===== config.mk =====
export PLATFORM = sky130hd
export DESIGN_NAME = puf_key_reader
export DESIGN_NICKNAME = d
export VERILOG_FILES = /design/src/rtl/puf_key_reader.sv
export SDC_FILE = /design/constraint.sdc
export NUM_CORES = 1
export LEC_CHECK = 0
export ABC_AREA = 1
export CAP_MARGIN = 10
export CORE_UTILIZATION = 30
export CTS_CLUSTER_DIAMETER = 40
export DETAILED_ROUTE_END_ITERATION = 6
export PLACE_DENSITY = 0.62
export SYNTH_ARGS = -nofsm -noshare
export SYNTH_HDL_FRONTEND = slang
export SYNTH_SLANG_ARGS = --single-unit

===== constraint.sdc =====
create_clock -name clk -period 2.3 [get_ports clk]
set_input_delay 0.575 -clock clk [delete_from_list [all_inputs] [get_ports clk]]
set_output_delay 0.575 -clock clk [all_outputs]
set_load 0.01 [all_outputs]

===== src/rtl/puf_key_reader.sv =====
// -----------------------------------------------------------------------------
// puf_key_reader
//
// Sequences the 8-bit ring-oscillator PUF through its four challenges, lets it
// settle, samples its response SAMPLES times per challenge and majority-votes
// each bit into a stable byte. The four bytes form a 32-bit device key handed
// to the root-of-trust logic through a start/done handshake.
//
// Optional feature macro: PUF_STABILITY_CHECK_EN
//   defined   -> unstable_mask flags every key bit whose samples disagreed
//   undefined -> unstable_mask is tied to zero, no comparison logic is built
//
// Ports:
//   clk            in   single rising-edge clock
//   rst_n          in   asynchronous active-low reset
//   start          in   request a key read (accepted only while idle)
//   abort          in   cancel an in-progress read, clearing the key
//   puf_response   in   8-bit response of the PUF generator
//   puf_enable     out  generator enable
//   puf_control    out  2-bit challenge index driven to the generator
//   busy           out  read in progress
//   done           out  one-cycle pulse when the key is complete
//   key_valid      out  key holds a complete result
//   key            out  assembled key, byte i = voted response of challenge i
//   unstable_mask  out  key bits whose samples were not unanimous
// -----------------------------------------------------------------------------
module puf_key_reader #(
    parameter int unsigned SETTLE_CYCLES = 16,
    parameter int unsigned SAMPLES       = 5
) (
    input  logic        clk,
    input  logic        rst_n,
    input  logic        start,
    input  logic        abort,
    input  logic [7:0]  puf_response,
    output logic        puf_enable,
    output logic [1:0]  puf_control,
    output logic        busy,
    output logic        done,
    output logic        key_valid,
    output logic [31:0] key,
    output logic [31:0] unstable_mask
);

    localparam int unsigned CNT_W   = $clog2(SAMPLES + 1);
    localparam int unsigned TMR_MAX = (SETTLE_CYCLES > SAMPLES) ? SETTLE_CYCLES : SAMPLES;
    localparam int unsigned TMR_W   = (TMR_MAX > 1) ? $clog2(TMR_MAX) : 1;

    // The timer counts down to zero, so each phase loads its length minus one.
    localparam logic [TMR_W-1:0] SETTLE_LOAD = TMR_W'(SETTLE_CYCLES - 1);
    localparam logic [TMR_W-1:0] SAMPLE_LOAD = TMR_W'(SAMPLES - 1);
    localparam logic [CNT_W-1:0] HALF        = CNT_W'(SAMPLES / 2);

    typedef enum logic [2:0] {
        ST_IDLE,
        ST_SETTLE,
        ST_SAMPLE,
        ST_COMMIT,
        ST_DONE
    } state_e;

    state_e             state_q, state_d;
    logic [1:0]         index_q, index_d;
    logic [TMR_W-1:0]   timer_q, timer_d;
    logic [CNT_W-1:0]   ones_q [8];
    logic [CNT_W-1:0]   ones_d [8];
    logic [31:0]        key_q, key_d;
    logic               key_valid_q, key_valid_d;
    logic               puf_enable_q, puf_enable_d;
    logic [1:0]         puf_control_q, puf_control_d;
    logic               busy_q, busy_d;
    logic               done_q, done_d;
    logic [7:0]         vote;
`ifdef PUF_STABILITY_CHECK_EN
    logic [31:0]        mask_q, mask_d;
    logic [7:0]         unstable_bits;
`endif

    // NOTE: every variable driven here gets a default first, otherwise paths
    // that skip an assignment would infer latches.
    always_comb begin
        state_d     = state_q;
        index_d     = index_q;
        timer_d     = timer_q;
        ones_d      = ones_q;
        key_d       = key_q;
        key_valid_d = key_valid_q;
        vote        = '0;
`ifdef PUF_STABILITY_CHECK_EN
        mask_d        = mask_q;
        unstable_bits = '0;
`endif

        for (int b = 0; b < 8; b++) begin
            vote[b] = (ones_q[b] > HALF);
`ifdef PUF_STABILITY_CHECK_EN
            unstable_bits[b] = (ones_q[b] != '0) && (ones_q[b] != CNT_W'(SAMPLES));
`endif
        end

        unique case (state_q)
            ST_IDLE: begin
                if (start) begin
                    state_d     = ST_SETTLE;
                    index_d     = 2'd0;
                    timer_d     = SETTLE_LOAD;
                    key_d       = '0;
                    key_valid_d = 1'b0;
                    ones_d      = '{default: '0};
`ifdef PUF_STABILITY_CHECK_EN
                    mask_d      = '0;
`endif
                end
            end
            ST_SETTLE: begin
                if (timer_q == '0) begin
                    state_d = ST_SAMPLE;
                    timer_d = SAMPLE_LOAD;
                end else begin
                    timer_d = timer_q - 1'b1;
                end
            end
            ST_SAMPLE: begin
                for (int b = 0; b < 8; b++) begin
                    ones_d[b] = ones_q[b] + CNT_W'(puf_response[b]);
                end
                if (timer_q == '0) begin
                    state_d = ST_COMMIT;
                end else begin
                    timer_d = timer_q - 1'b1;
                end
            end
            ST_COMMIT: begin
                key_d[{index_q, 3'b000} +: 8] = vote;
`ifdef PUF_STABILITY_CHECK_EN
                mask_d[{index_q, 3'b000} +: 8] = unstable_bits;
`endif
                ones_d = '{default: '0};
                if (index_q == 2'd3) begin
                    state_d     = ST_DONE;
                    key_valid_d = 1'b1;
                end else begin
                    state_d = ST_SETTLE;
                    index_d = index_q + 2'd1;
                    timer_d = SETTLE_LOAD;
                end
            end
            ST_DONE: begin
                state_d = ST_IDLE;
            end
            default: begin
                state_d = ST_IDLE;
            end
        endcase

        // Abort overrides whatever the active state decided.
        if (abort && (state_q != ST_IDLE)) begin
            state_d     = ST_IDLE;
            key_d       = '0;
            key_valid_d = 1'b0;
            ones_d      = '{default: '0};
`ifdef PUF_STABILITY_CHECK_EN
            mask_d      = '0;
`endif
        end

        // Outputs are registered, so they are decoded from the next state.
        // The challenge index only moves on the COMMIT->SETTLE edge, so
        // puf_control is stable throughout settling and sampling.
        puf_enable_d  = (state_d == ST_SETTLE) || (state_d == ST_SAMPLE) ||
                        (state_d == ST_COMMIT);
        puf_control_d = (state_d == ST_IDLE) ? 2'd0 : index_d;
        busy_d        = (state_d != ST_IDLE);
        done_d        = (state_d == ST_DONE);
    end

    // NOTE: sequential state uses non-blocking assignments only; the blocking
    // assignments above are confined to combinational next-state logic.
    always_ff @(posedge clk or negedge rst_n) begin
        if (!rst_n) begin
            state_q       <= ST_IDLE;
            index_q       <= '0;
            timer_q       <= '0;
            key_q         <= '0;
            key_valid_q   <= 1'b0;
            puf_enable_q  <= 1'b0;
            puf_control_q <= '0;
            busy_q        <= 1'b0;
            done_q        <= 1'b0;
            // NOTE: the ones counters are a small register array, not a RAM,
            // so they are reset like any other state.
            for (int b = 0; b < 8; b++) begin
                ones_q[b] <= '0;
            end
        end else begin
            state_q       <= state_d;
            index_q       <= index_d;
            timer_q       <= timer_d;
            key_q         <= key_d;
            key_valid_q   <= key_valid_d;
            puf_enable_q  <= puf_enable_d;
            puf_control_q <= puf_control_d;
            busy_q        <= busy_d;
            done_q        <= done_d;
            ones_q        <= ones_d;
        end
    end

`ifdef PUF_STABILITY_CHECK_EN
    always_ff @(posedge clk or negedge rst_n) begin
        if (!rst_n) begin
            mask_q <= '0;
        end else begin
            mask_q <= mask_d;
        end
    end

    assign unstable_mask = mask_q;
`else
    assign unstable_mask = '0;
`endif

    assign puf_enable  = puf_enable_q;
    assign puf_control = puf_control_q;
    assign busy        = busy_q;
    assign done        = done_q;
    assign key_valid   = key_valid_q;
    assign key         = key_q;

endmodule


==> results.cfg, run 1 <==
[run_status]
status = complete, but fails checks
failed_checks = design-rule violations

[placement]
place.gp.congestion = 0.808
placed_cells = 602
dp_hpwl_um = 5700
io_buffers = 49

[floorplanning]
initial_core_util_pct = 31.2
core-area_sq_um = 11600
io_pins = 82
die_height_um = 112
num_rows = 39
die_w_um = 112
dieArea_sq_um = 12500

[sta]
period_needed_ns = 1.87
slew_viol_final = 0
setup_tns_ns = 0
fin_hold_ws_ns = 0.302
rsz0062_at_grt = no
max_freq_mhz = 535
hold_viol = 0
setup_viol = 0
clock_skew_ns = 0.00899
fin_crit_sh_pct = 81.2

[synthesis]
synth_area_per_cell_sq_um = 8.77
yosys_warnings = 0
yosysTopAreaCellShare_pct = 49.1
synth-edff-count = 0
synth.area.top_cells = dfrtp_1 49%, nand2_1 11%, nand3_1 7.9%
yosysSeqAreaShare_pct = 49.1
ys_ff_latch = 71
ys_types = 26
async_flop_share_pct = 100
synth_cells = 413
syn_area_sq_um = 3620
yosysTopAreaCell = dfrtp_1
synth_flop_cell = dfrtp_1

[worst_setup_path]
cp.arrival_ns = 1.29
crit_chain = clkdlybuf4s50_1
worst-setup-path-type = flip-flop to primary output
worst_setup_path_start_kind = flip-flop
critPathMaxStageDelay_ns = 0.57
crit_family = buffers and inverters
reg2reg_from = index_q[0]
cpMaxStageDelayCell = clkdlybuf4s50_1
required_ns = 1.73
worstSetupStartpoint = key[5]
crit_buf_inv = 1
endpoint_kind = primary output
crit_fanout = 2

[pwr]
p_int_mw = 2.42
clockPowerShare_pct = 33.6
p_sw_mw = 1.34
p_leak_nw = 2.19
ir_drop_mv = 0.373
power_frac_comb_pct = 27.4
power.share.sequential_pct = 39.0
power_density_nw_per_um2 = 845
switching_share_pct = 35.6

[clock_tree]
root_buffer = clkbuf_16
clk_latency_ns = 0.33
cts_made_buffers = 9
cts.clk_slew.worst_paths_ns = 0.06
ctsHoldBuffers = 0
cts.sinks = 71
cts_setup_buffers = 0
tritoncts = done
post_cts_resized = 0
cts.htree.levels = 3
cts_buffer_depth = 2

[grt]
grt_pass1_vias = 2663
antenna_found_initial = 0
grt_pass1_wl_um = 13300
gr-total-overflow = 0
grt_max_degree = 37
track_usage_pct = 13.5

[finish]
nets = 503
antenna_cells = 0
regArea_sq_um = 1780
fill_cells = 1190
multi_input_area_sq_um = 1580
layout.cells.non_filler = 618
layout-drive-gt1-share_pct = 10.1
syn2layout_area_growth_pct = 22.9

[detailed_routing]
drt-initial-drc-count = 157
totalWireLength_um = 7890
drc = 7
vias = 2818
final_antenna_net_count = 0
via_per_inst = 4.56
dr.pass1.iters = 6
routedWlPerCell_um = 12.8

[worst_hold_path]
min_path_type = input port to asynchronous set/reset pin

[run]
maxCapViolCount = 0
## sequential cells by signal (all words and copies together) (netlist names)
| signal | cells |
|---|---|
| key | 32 |
| state_q | 3 |
| index_q | 2 |
| puf_control | 2 |
| ones_q | 24 |
| key_valid | 1 |
| done | 1 |
| timer_q | 4 |
| busy | 1 |
| puf_enable | 1 |
## power groups by stage
stage	Sequential [mW]	Clock [mW]	Combinational (mW)
2_1_floorplan	1.47	0	0.771
3_3_place_gp	1.49	0	1.02
3_5_place_dp	1.49	0	1.04
4_1_cts	1.47	1.30	1.05
5_1_grt	1.48	1.36	1.17
6_report	1.47	1.26	1.03
## final timing paths
kind                              to  slack [ns]  depth (start not counted)
max                           key[5]        0.43                          1
min                        ones_q[5]        0.30                          2
max reg2reg                   key[6]        0.49                          7
min reg2reg                  key[18]        0.48                          2
max in group asynchronous     key[6]        1.66                          2
min in group clk             key[18]        0.48                          2
## layout by cell type (no fill, tap or decap)
| master | instances |
|---|---|
| a21oi_1 | 12 |
| a31oi_1 | 1 |
| buf_2 | 1 |
| buf_4 | 7 |
| clkbuf_16 | 9 |
| clkdlybuf4s50_1 | 48 |
| clkinv_2 | 3 |
| clkinv_4 | 1 |
| clkinvlp_4 | 2 |
| conb_1 | 32 |
| dfrtp_1 | 71 |
| ha_1 | 21 |
| inv_1 | 23 |
| inv_2 | 3 |
| inv_4 | 1 |
| inv_6 | 1 |
| nand2_1 | 107 |
| nand2_2 | 2 |
| nand3_1 | 57 |
| nand3_2 | 1 |
| nor2_1 | 15 |
| nor2_2 | 2 |
| nor2_4 | 2 |
| nor3_4 | 1 |
| o21ai_0 | 29 |
| o21ai_1 | 8 |
| o21ai_2 | 1 |
| o21ai_4 | 3 |
| o21bai_1 | 1 |
| o22ai_1 | 2 |
| or2_2 | 8 |
## per-stage QoR
| step | setup WS (ns) | util (%) | instance area, sq um | total power [mW] |
|---|---|---|---|---|
| 3_3_place_gp | 0.362 | 36.0 | 4180 | 2.51 |
| 2_1_floorplan | 0.574 | - | 3740 | 2.24 |
| 5_1_grt | 0.265 | 38.3 | 4450 | 4.01 |
| 4_1_cts | 0.430 | 38.3 | 4450 | 3.81 |
| 3_5_place_dp | 0.315 | 36.0 | 4180 | 2.53 |
| 6_report | 0.432 | 38.3 | 4450 | 3.76 |
## Yosys cell counts (3+ instances only)
| cell | count |
|---|---|
| buf_4 | 32 |
| a21oi_1 | 12 |
| nor2_1 | 15 |
| dfrtp_1 | 71 |
| o21ai_0 | 29 |
| clkbuf_1 | 6 |
| inv_2 | 3 |
| or2_2 | 8 |
| o21ai_4 | 3 |
| buf_2 | 3 |
| inv_1 | 23 |
| o21ai_1 | 8 |
| nand2_1 | 107 |
| nand3_1 | 57 |
| ha_1 | 21 |
## routing by layer
metal / GRT usage [%] / wire length [um] / share of wire, %
met1: 17.9 / 3690 / 47
met2: 21.2 / 3760 / 48
met3: 4.08 / 409 / 5.2
met4: 3.87 / 29 / 0.37
met5: 0 / 0 / 0
## area by class of cell
| cell class | count | share of cell area (%) |
|---|---|---|
| clock buffer | 9 | 5.06 |
| clock inverter | 7 | 1.07 |
| inverter | 27 | 2.33 |
| multi-input combinational | 305 | 35.5 |
| sequential | 71 | 39.9 |
| tap | 143 | 4.02 |
| timing repair buffer | 56 | 12.1 |
## cell families after synthesis
logic type / count (synthesis) / synth area share [%]
buffers and inverters: 68 / 10.5
and+or+nand+nor: 195 / 23.9
other: 1 / 0.104
adders and majority gates: 21 / 7.26
AOI/OAI and AO/OA: 57 / 9.09
DFF: 71 / 49.1
Power figures use the tool's default switching activity.
==> run 2, diff against run 1 <==
Clock period 2.3 ns to 1.88 ns, I/O delays scaled along.
==> results.cfg, run 2 (synthesized netlist as in run 1, its figures left out) <==
[worst_setup_path]
required_ns = 1.41
timing.rr.end = ones_q[11]
crit_path_end = key[6]
worst_setup_path_start_kind = flip-flop
reg2reg_from = state_q[1]
worst_r2r_path_depth = 8
crit_fanout = 2
crit_chain = clkdlybuf4s50_1
crit_family = buffers and inverters
cp.arrival_ns = 1.26
worst-setup-path-type = flip-flop to primary output
critPathMaxStageDelay_ns = 0.56
r2r_slack_ns = 0.33
path_depth = 1
cpMaxStageDelayCell = clkdlybuf4s50_1
crit_buf_inv = 1
endpoint_kind = primary output
worstSetupStartpoint = key[6]

[floorplanning]
io_pins = 82
num_rows = 39
die_w_um = 112
dieArea_sq_um = 12500
initial_core_util_pct = 31.2
die_height_um = 112
core-area_sq_um = 11600

[finish]
multi_input_area_sq_um = 1580
largest_reg_flops = 32
syn2layout_area_growth_pct = 25.7
mostFrequentLayoutCell = nand2_1
antenna_cells = 0
nets = 507
layout_common_cells = 107 x nand2_1, 71 x dfrtp_1, 57 x nand3_1
layout-drive-gt1-share_pct = 10.6
layout.cells.non_filler = 622
fill_cells = 1164
regArea_sq_um = 1780

[sta]
setup_slack_ns = 0.145
rsz0062_at_grt = no
period_needed_ns = 1.73
tightest_slew_ns = 0.523
setup_viol = 0
clock_skew_ns = 0.00697
max_freq_mhz = 576
slew_viol_final = 0
relSlewSlack_pct = 65.1
setup_tns_ns = 0
hold_viol = 0
fin_crit_sh_pct = 92.3

[clock_tree]
cts.htree.levels = 3
root_buffer = clkbuf_16
cts_buffer_depth = 2
cts.clk_slew.worst_paths_ns = 0.06
cts_made_buffers = 9
cts_setup_buffers = 0
tritoncts = done
clk_latency_ns = 0.33
ctsHoldBuffers = 0
post_cts_resized = 0
cts.sinks = 71

[placement]
placed_cells = 606
io_buffers = 49
dp_hpwl_um = 5760
dp_slack_ns = 0.00915
place.gp.congestion = 0.812

[pwr]
ir_drop_mv = 0.390
p_int_mw = 3.28
power_density_nw_per_um2 = 1080
switching_share_pct = 33.4
power_frac_comb_pct = 26.9
p_leak_nw = 2.24
clockPowerShare_pct = 37.2
power.share.sequential_pct = 36.0
p_sw_mw = 1.65

[worst_hold_path]
min_path_type = input port to asynchronous set/reset pin

[grt]
gr-total-overflow = 0
grt_pass1_wl_um = 13200
grt_max_degree = 33
grt_pass1_vias = 2747
track_usage_pct = 13.3
antenna_found_initial = 0

[run_status]
status = complete, but fails checks
failed_checks = design-rule violations

[detailed_routing]
drt-initial-drc-count = 122
final_antenna_net_count = 0
drc = 7
dr.pass1.iters = 6
via_per_inst = 4.65
vias = 2891
totalWireLength_um = 7830
routedWlPerCell_um = 12.6

[run]
maxCapViolCount = 0
-- run 2: layout make-up --
| class | instances | area share (%) |
|---|---|---|
| sequential | 71 | 39.0 |
| multi-input combinational | 305 | 34.7 |
| timing repair buffer | 60 | 13.0 |
| clock buffer | 10 | 5.03 |
| tap | 143 | 3.93 |
| inverter | 27 | 2.28 |
| clock inverter | 6 | 2.03 |
-- run 2: worst min-delay path by stage --
stage	startpoint	end	slack, ns
after floorplan	rst_n	busy	0.17
after global placement	key[8]	key[8]	0.47
after detailed placement	key_valid	key_valid	0.46
after CTS	rst_n	ones_q[7]	0.13
after global routing	rst_n	ones_q[7]	0.14
final	rst_n	ones_q[20]	0.12
-- run 2: layer usage --
metal,part of all wire [%],vias to the layer above,GRT usage (%)
met1,46,1390,17.7
met5,0,-,0
met3,5.7,2,3.54
li1,-,1418,-
met4,0.43,0,4.32
met2,48,81,21.2
-- run 2: worst reg2reg max path: cells and delay by family (launching register included) --
| kind | cells | cell delay, ns |
|---|---|---|
| and+or+nand+nor | 5 | 0.58 |
| DFF | 1 | 0.42 |
| buffers and inverters | 2 | 0.36 |
| AOI/OAI and AO/OA | 1 | 0.10 |
-- run 2: power by group through the flow --
stage	logic, mW	clock network, mW	registers (mW)
6_report	1.32	1.83	1.77
3_3_place_gp	1.32	0	1.80
3_5_place_dp	1.34	0	1.80
2_1_floorplan	0.943	0	1.80
5_1_grt	1.50	1.95	1.79
4_1_cts	1.35	1.88	1.77
-- run 2: stage by stage --
step                      power [mW]  hold WS, ns  instance area, sq um  util, %
after global routing            5.25        0.145                  4550     39.2
final                           4.93        0.117                  4550     39.2
after floorplan                 2.74        0.174                  3740        -
after CTS                       5.00        0.133                  4550     39.2
after detailed placement        3.15        0.464                  4230     36.4
after global placement          3.11        0.468                  4230     36.4
